[src/rtl/parser_in_arb.sv]
// Packet-granular round-robin arbiter sharing the 32-bit parser input between
// NUM_SRC sources, with idle-timeout release and a saturating packetLost count.
module parser_in_arb #(
  parameter int NUM_SRC      = 4,
  parameter int IDLE_TIMEOUT = 64,
  parameter int CNT_W        = 16
) (
  input  logic                 clk,
  input  logic                 reset_b,
  input  logic [NUM_SRC*32-1:0] src_data,
  input  logic [NUM_SRC-1:0]   src_val,
  input  logic [NUM_SRC-1:0]   src_last,
  output logic [NUM_SRC-1:0]   src_ready,
  output logic [31:0]          dataIn,
  output logic                 dataIn_val,
  output logic                 dataIN_last,
  input  logic                 dataIn_ready,
  input  logic                 packetLost,
  output logic [NUM_SRC-1:0]   grant,
  output logic                 abort,
  output logic [CNT_W-1:0]     lost_cnt
);

  localparam int IDX_W = $clog2(NUM_SRC);
  localparam int TO_W  = $clog2(IDLE_TIMEOUT);
  localparam logic [TO_W-1:0]  TO_MAX    = TO_W'(IDLE_TIMEOUT - 1);
  localparam logic [IDX_W:0]   NUM_SRC_W = (IDX_W + 1)'(NUM_SRC);

  typedef enum logic [0:0] {
    IDLE = 1'b0,
    LOCK = 1'b1
  } state_t;

  state_t             state_r;
  state_t             next_state_s;
  logic [NUM_SRC-1:0] grant_r;
  logic [IDX_W-1:0]   gidx_r;
  logic [IDX_W-1:0]   rr_ptr_r;
  logic [TO_W-1:0]    idle_cnt_r;
  logic               abort_r;
  logic [CNT_W-1:0]   lost_cnt_r;

  logic               pick_found_s;
  logic [IDX_W-1:0]   pick_idx_s;
  logic [31:0]        sel_data_s;
  logic               sel_val_s;
  logic               sel_last_s;
  logic               xfer_s;
  logic               pkt_end_s;
  logic               timeout_s;
  logic               release_s;

  function automatic logic [IDX_W-1:0] wrap_inc(input logic [IDX_W-1:0] idx);
    if (idx == IDX_W'(NUM_SRC - 1)) begin
      wrap_inc = '0;
    end else begin
      wrap_inc = idx + IDX_W'(1);
    end
  endfunction

  function automatic logic [NUM_SRC-1:0] to_onehot(input logic [IDX_W-1:0] idx);
    to_onehot = {{(NUM_SRC-1){1'b0}}, 1'b1} << idx;
  endfunction

  // Signals of the currently granted source
  always_comb begin
    sel_data_s = src_data[{gidx_r, 5'd0} +: 32];
    sel_val_s  = src_val[gidx_r];
    sel_last_s = src_last[gidx_r];
  end

  // Round-robin search: first requester at or after rr_ptr, wrapping
  always_comb begin
    logic [IDX_W:0] cand;
    pick_found_s = 1'b0;
    pick_idx_s   = '0;
    cand         = '0;
    for (int k = 0; k < NUM_SRC; k++) begin
      cand = {1'b0, rr_ptr_r} + (IDX_W + 1)'(k);
      if (cand >= NUM_SRC_W) begin
        cand = cand - NUM_SRC_W;
      end else begin
        cand = cand;
      end
      if (!pick_found_s && src_val[cand[IDX_W-1:0]]) begin
        pick_found_s = 1'b1;
        pick_idx_s   = cand[IDX_W-1:0];
      end else begin
        pick_found_s = pick_found_s;
      end
    end
  end

  // Next-state logic; a release happens on last-beat transfer or idle timeout
  always_comb begin
    xfer_s    = (state_r == LOCK) && sel_val_s && dataIn_ready;
    pkt_end_s = xfer_s && sel_last_s;
    timeout_s = (state_r == LOCK) && !sel_val_s && (idle_cnt_r == TO_MAX);
    release_s = pkt_end_s || timeout_s;
    case (state_r)
      IDLE:    next_state_s = pick_found_s ? LOCK : IDLE;
      LOCK:    next_state_s = release_s ? IDLE : LOCK;
      default: next_state_s = IDLE;
    endcase
  end

  // Datapath is steered combinationally from the registered grant
  always_comb begin
    if (state_r == LOCK) begin
      dataIn      = sel_data_s;
      dataIn_val  = sel_val_s;
      dataIN_last = sel_last_s;
      src_ready   = grant_r & {NUM_SRC{dataIn_ready}};
    end else begin
      dataIn      = 32'h0000_0000;
      dataIn_val  = 1'b0;
      dataIN_last = 1'b0;
      src_ready   = '0;
    end
  end

  // State, grant, round-robin pointer and idle counter
  always_ff @(posedge clk) begin
    if (!reset_b) begin
      state_r    <= IDLE;
      grant_r    <= '0;
      gidx_r     <= '0;
      rr_ptr_r   <= '0;
      idle_cnt_r <= '0;
      abort_r    <= 1'b0;
    end else begin
      state_r <= next_state_s;
      abort_r <= timeout_s;
      case (state_r)
        IDLE: begin
          idle_cnt_r <= '0;
          if (pick_found_s) begin
            gidx_r  <= pick_idx_s;
            grant_r <= to_onehot(pick_idx_s);
          end else begin
            grant_r <= '0;
          end
        end
        LOCK: begin
          if (release_s) begin
            grant_r    <= '0;
            rr_ptr_r   <= wrap_inc(gidx_r);
            idle_cnt_r <= '0;
          end else if (sel_val_s) begin
            idle_cnt_r <= '0;
          end else begin
            idle_cnt_r <= idle_cnt_r + TO_W'(1);
          end
        end
        default: begin
          grant_r    <= '0;
          idle_cnt_r <= '0;
        end
      endcase
    end
  end

  // Saturating packetLost event counter, independent of arbitration state
  always_ff @(posedge clk) begin
    if (!reset_b) begin
      lost_cnt_r <= '0;
    end else if (packetLost && (lost_cnt_r != {CNT_W{1'b1}})) begin
      lost_cnt_r <= lost_cnt_r + CNT_W'(1);
    end else begin
      lost_cnt_r <= lost_cnt_r;
    end
  end

  assign grant    = grant_r;
  assign abort    = abort_r;
  assign lost_cnt = lost_cnt_r;

endmodule

[config.mk]
export PLATFORM = sky130hd
export DESIGN_NAME = parser_in_arb
export DESIGN_NICKNAME = d
export VERILOG_FILES = /design/src/rtl/parser_in_arb.sv
export SDC_FILE = /design/constraint.sdc
export NUM_CORES = 1
export LEC_CHECK = 0
export ABC_AREA = 1
export ABC_CLOCK_PERIOD_IN_PS = 1500
export CORE_MARGIN = 1.5
export CORE_UTILIZATION = 33
export DETAILED_ROUTE_END_ITERATION = 10
export PLACE_DENSITY = 0.81
export SLEW_MARGIN = 10
export SYNTH_ARGS = -nofsm -noshare
export SYNTH_HDL_FRONTEND = slang
export SYNTH_SLANG_ARGS = --single-unit
[constraint.sdc]
create_clock -name clk -period 1.5 [get_ports clk]
set_input_delay 0.375 -clock clk [delete_from_list [all_inputs] [get_ports clk]]
set_output_delay 0.375 -clock clk [all_outputs]
set_load 0.005 [all_outputs]
Yosys cells after proc, flatten, opt, wreduce, memory -nomap -nowiden
Cells that the tools add are included.

storage, ports and cells
  register bits = 32
  word-level logic and storage cells = 88
  output and inout bits = 59
  input bits = 140

cells by class
  equality and inequality tests = 4
  muxes and demuxes = 38
  shifts and indexed selects = 2
  reduce and logical (&&, ||, !) cells = 16
  bitwise operators = 2
  magnitude comparators = 9
  add/subtract/negate cells = 10

operator list
  cell                                                                    count
  128-bit by 8-bit indexed part select with 32-bit output                 1
  32-bit 2-to-1 mux                                                       1
  2-bit 2-to-1 mux                                                        9
  16-bit by 1-bit adder with 16-bit output (second input constant)        1
  16-bit != test (second input constant)                                  1
  2-bit by 3-bit < comparator with 1-bit output (second input constant)   5
  1-bit 2-to-1 mux                                                        14
  1-bit binary-select mux with 2-bit select                               6
  4-bit 2-to-1 mux                                                        3
  6-bit 2-to-1 mux                                                        2
  6-bit case mux with 2 select lines                                      1
  3-bit >= comparator (second input constant)                             3
  1-bit logical AND                                                       9
  4-bit case mux with 2 select lines                                      1
  2-bit by 1-bit subtractor with 2-bit output (second input constant)     4
  2-bit by 2-bit adder with 3-bit output (second input constant)          2
  6-bit by 1-bit adder with 6-bit output (second input constant)          1
  6-bit == test (second input constant)                                   1
  4-bit AND                                                               1
  1-bit logical NOT                                                       4
  2-bit AND reduction                                                     2
  1-bit by 2-bit << shifter with 4-bit output (first input constant)      1
  2-bit by 1-bit adder with 3-bit output (second input constant)          1
  2-bit by 3-bit >= comparator with 1-bit output (second input constant)  1
  other kinds (6)                                                         6

Logic depth before layout (Yosys ltp)
Gate-level depths: netlist of run 1.

  depth in word-level cells = 17
  mapped depth = 13
  depth with buffers taken out = 12

Least setup slack after synthesis of run 1
Ideal clock, no wire load.

  path kind = flip-flop to flip-flop
  start point = register lost_cnt_r[0] (netlist: lost_cnt[0])
  end point = register lost_cnt_r[6] (netlist: lost_cnt[6])
  setup time = 0.132 ns
  path buffers = 1
  data required time = 1.368 ns
  slack = -0.061 ns
  cell stages (with the launch flop) = 10
  clock period less this slack = 1.561 ns
  data arrival time = 1.430 ns
  cell sequence = dfxtp_1 ha_1 nand3_1 nor2_2 nand3_1 nand2_2 inv_2 buf_6 a21oi_1 nor3_1

between the ends
  cells in the longest elaborated chain, start to end = 2
  elaborated cells on any way between the ends = 3
  those cells by class = 1 x add/sub; 1 x eq/ne; 1 x reduce/logical

RTL lines
  item                                                                              RTL line  RTL
  from (decl)                                                                       41        logic [CNT_W-1:0] lost_cnt_r;
  from (signal assigned)                                                            168       lost_cnt_r <= lost_cnt_r + CNT_W'(1);
  from (signal assigned)                                                            170       lost_cnt_r <= lost_cnt_r;
  branches (longest 2 deep; another with 16-bit by 1-bit adder with 16-bit output)  --

Several ways; the timed one is not identified.
A chain may end at the register's enable or synchronous reset.

Worst setup path in the final report of run 1
  start point = register gidx_r[0]
  end point = output port dataIn[21]

between the ends
  cells in the longest elaborated chain, start to end = 2

RTL lines
  item                                                     RTL line  RTL
  from (decl)                                              37        logic [IDX_W-1:0] gidx_r;
  from (signal assigned)                                   138       gidx_r <= pick_idx_s;
  128-bit by 8-bit indexed part select with 32-bit output  67        sel_data_s = src_data[{gidx_r, 5'd0} +: 32];
  32-bit 2-to-1 mux                                        109       if (state_r == LOCK) begin
  to (decl)                                                14        output logic [31:0] dataIn,

No other way between the ends.

==> reports/results.ini, run 1 <==
[global_routing]
grt_max_degree=34
grt_pass1_vias=4276
grt_pass1_wl_mm=20.6
antenna_found_initial=0
overflow=0
grt_usage_pct=26.0

[critical_path]
cp.arrival_ns=1.53
critPathLaunchType=register
critPathKind=reg -> out
r2r-start=gidx_r[0]$_SDFFE_PN0P_
worstPathRequired_ns=1.12
cp-startpoint=gidx_r[0]$_SDFFE_PN0P_
path_max_fanout=8
crit_path_end_kind=primary output

[synth]
netlist_instances=532
syn_area_sq_um=2970
yosys-top-cells-area=dfxtp_1, nor2_1, o21ai_0
synthMuxAreaShare_pct=0
yosys_warnings=0
ys_dominant_reg_cell=dfxtp_1
syn_nets=675
synth_top_family_by_area=simple AND/OR/NAND/NOR gates
synthArstFlopShare_pct=0
synth_fa_ha_area_share_pct=1.26
synth_top_area_share_pct=21.6
syn_avg_cell_area_sq_um=5.58
synth_edf_count=0
synth_cell_type_count=33
synth_compound_area_share_pct=22.8
synth-seq-cells=32
synth_top_cell_by_area=dfxtp_1
synth_xor_area_share_pct=2.36
synth_seq_area_share_pct=21.6
synth-simple-area-share_pct=42.4

[pwr]
power_density_nw_per_um2=707
finalPower_uw=4180
p_leak_uw=0.00270
irDropWorstVdd_mv=0.430

[timing]
hold_viol=0
final.period_utilization_pct=127
maxSlewViolCount=0
min_period_ns=1.90
finalSetupViolCount=48
fmax_mhz=526
setup_slack_ns=-0.403
max_slew_margin_pct=73.5
finalSetupTns_ns=-14.33
tightest_slew_ns=0.394
finClkSkew_ns=0.00390
grt_setup_unrepaired=true

[die]
dieArea_sq_um=9570
io_pins=199
die_w_um=97.8
core_sq_um=8720
die_h_um=97.8
initial_core_util_pct=34.0
rows=34

[layout]
final_common_cell=nor2_1
mostFrequentLayoutCells=nor2_1, clkdlybuf4s50_1, nand2_1, a21oi_1, o21ai_1
nNetsFinal=923
num-fill-cells=724
layout-drive-gt1-share_pct=28.1
diodes=0
post-route-util_pct=67.8
area_growth_pct=99.3

[drt]
viasPerCell=5.18
vias=4598
drc=0
ant_nets=0
post_drt_wl_per_cell_um=15.6
routed_wl_mm=13.9
drtIter0Drc=312
first_pass_iters=5

[min_path]
min_from=idle_cnt_r[0]$_SDFF_PP0_
hold_path_class=reg -> reg

[clock_tree]
htree_levels=2
clkTransAtPathRegs_ns=0.06
root_buffer=clkbuf_8
worstSkewPairLatency_ns=0.28
cts_buffers=5
ctsHoldBuffers=0
cts.sinks=32
cts_tree=yes
clk_path_buf_depth=2

[status]
status=finished with violations
violations=negative setup slack

[place]
post-dp-hpwl_mm=9.61
pre_cts_slack_ns=-0.773
globalplace.congestion=0.970
io_buffers=198

[job]
drv_cap=0

metrics by stage:
step / cells / cell area, sq um / hold slack [ns]
floorplan: 532 / 2990 / 0.418
global placement: 848 / 5310 / 0.427
detailed placement: 848 / 5310 / 0.440
CTS: 877 / 5650 / 0.449
global route: 888 / 5920 / 0.477
finish: 888 / 5920 / 0.449
final cells by class:
class                           instances  area, sq um  share of cell area (%)
Timing Repair Buffer                  272         2610                    44.1
Inverter                               34          148                    2.50
Multi-Input combinational cell        435         2260                    38.1
Clock buffer                            6         72.6                    1.23
Tap cell                              108          135                    2.28
Clock inverter                          1         5.00                  0.0846
Sequential cell                        32          688                    11.6
final timing paths:
check | to | slack [ns] | depth (start not counted)
max | dataIn[21] | -0.40 | 8
min | idle_cnt_r[0]$_SDFF_PP0_ | 0.45 | 1
max reg2reg | idle_cnt_r[4]$_SDFF_PP0_ | -0.28 | 13
min reg2reg | idle_cnt_r[0]$_SDFF_PP0_ | 0.45 | 1
cells in the mapped netlist, types with 4 or more instances:
cell / count
xor2_1: 5
o21ai_1: 4
nor2_1: 159
nand2_1: 74
nand3_1: 23
buf_2: 8
a21oi_1: 54
nand4_1: 5
nand2_2: 10
inv_2: 8
clkbuf_1: 16
o21ai_0: 72
inv_1: 25
dfxtp_1: 32
routing by layer:
metal | wire length [um] | up-vias | GRT usage, %
li1 | - | 2232 | -
met1 | 5340 | 2078 | 30.7
met2 | 6940 | 242 | 46.4
met3 | 1090 | 46 | 6.01
met4 | 500 | 0 | 8.46
met5 | 0 | - | 0
what timing repair did:
action,CTS,global route
hold endpoints to repair,0,0
resized for setup,281,65
pin swaps,24,35
buffers inserted,17,8
cloned,5,4
setup endpoints to repair,75,70
sequential cells by signal, indices dropped and copies added (netlist names):
name        count
idle_cnt_r      6
grant           4
abort           1
lost_cnt       16
state_r         1
rr_ptr_r        2
gidx_r          2
report_power, final:
| group | leakage [uW] | switching [uW] | internal (uW) |
|---|---|---|---|
| clock | 0.0000410 | 294 | 315 |
| sequential | 0.000271 | 43.5 | 883 |
| combinational | 0.00239 | 1270 | 1370 |
| total | 0.00270 | 1610 | 2570 |
kinds of logic after synthesis:
group	Yosys count
XOR/XNOR	8
AO/OA/AOI/OAI	134
buffers and inverters	65
flip-flops	32
adder cells (fa/ha/maj)	3
AND/OR/NAND/NOR	290
critical path, stage by stage (launching register included):
cell     delay, ns
dfxtp_4       0.39
buf_6         0.13
buf_12        0.12
buf_4         0.11
nor2_1        0.04
nor2_1        0.11
o21ai_1       0.09
a21oi_1       0.12
buf_2         0.14
(Power assumes the default switching activity.)
==> inputs of run 2 (changes only) <==
--- a/config.mk
+++ b/config.mk
@@ -6,7 +6,6 @@
 export NUM_CORES = 1
 export LEC_CHECK = 0
 export ABC_AREA = 1
-export ABC_CLOCK_PERIOD_IN_PS = 1500
 export CORE_MARGIN = 1.5
 export CORE_UTILIZATION = 33
 export DETAILED_ROUTE_END_ITERATION = 10
==> results of run 2 <==
The final DEF is identical to that of run 1; final timing and power are the same.
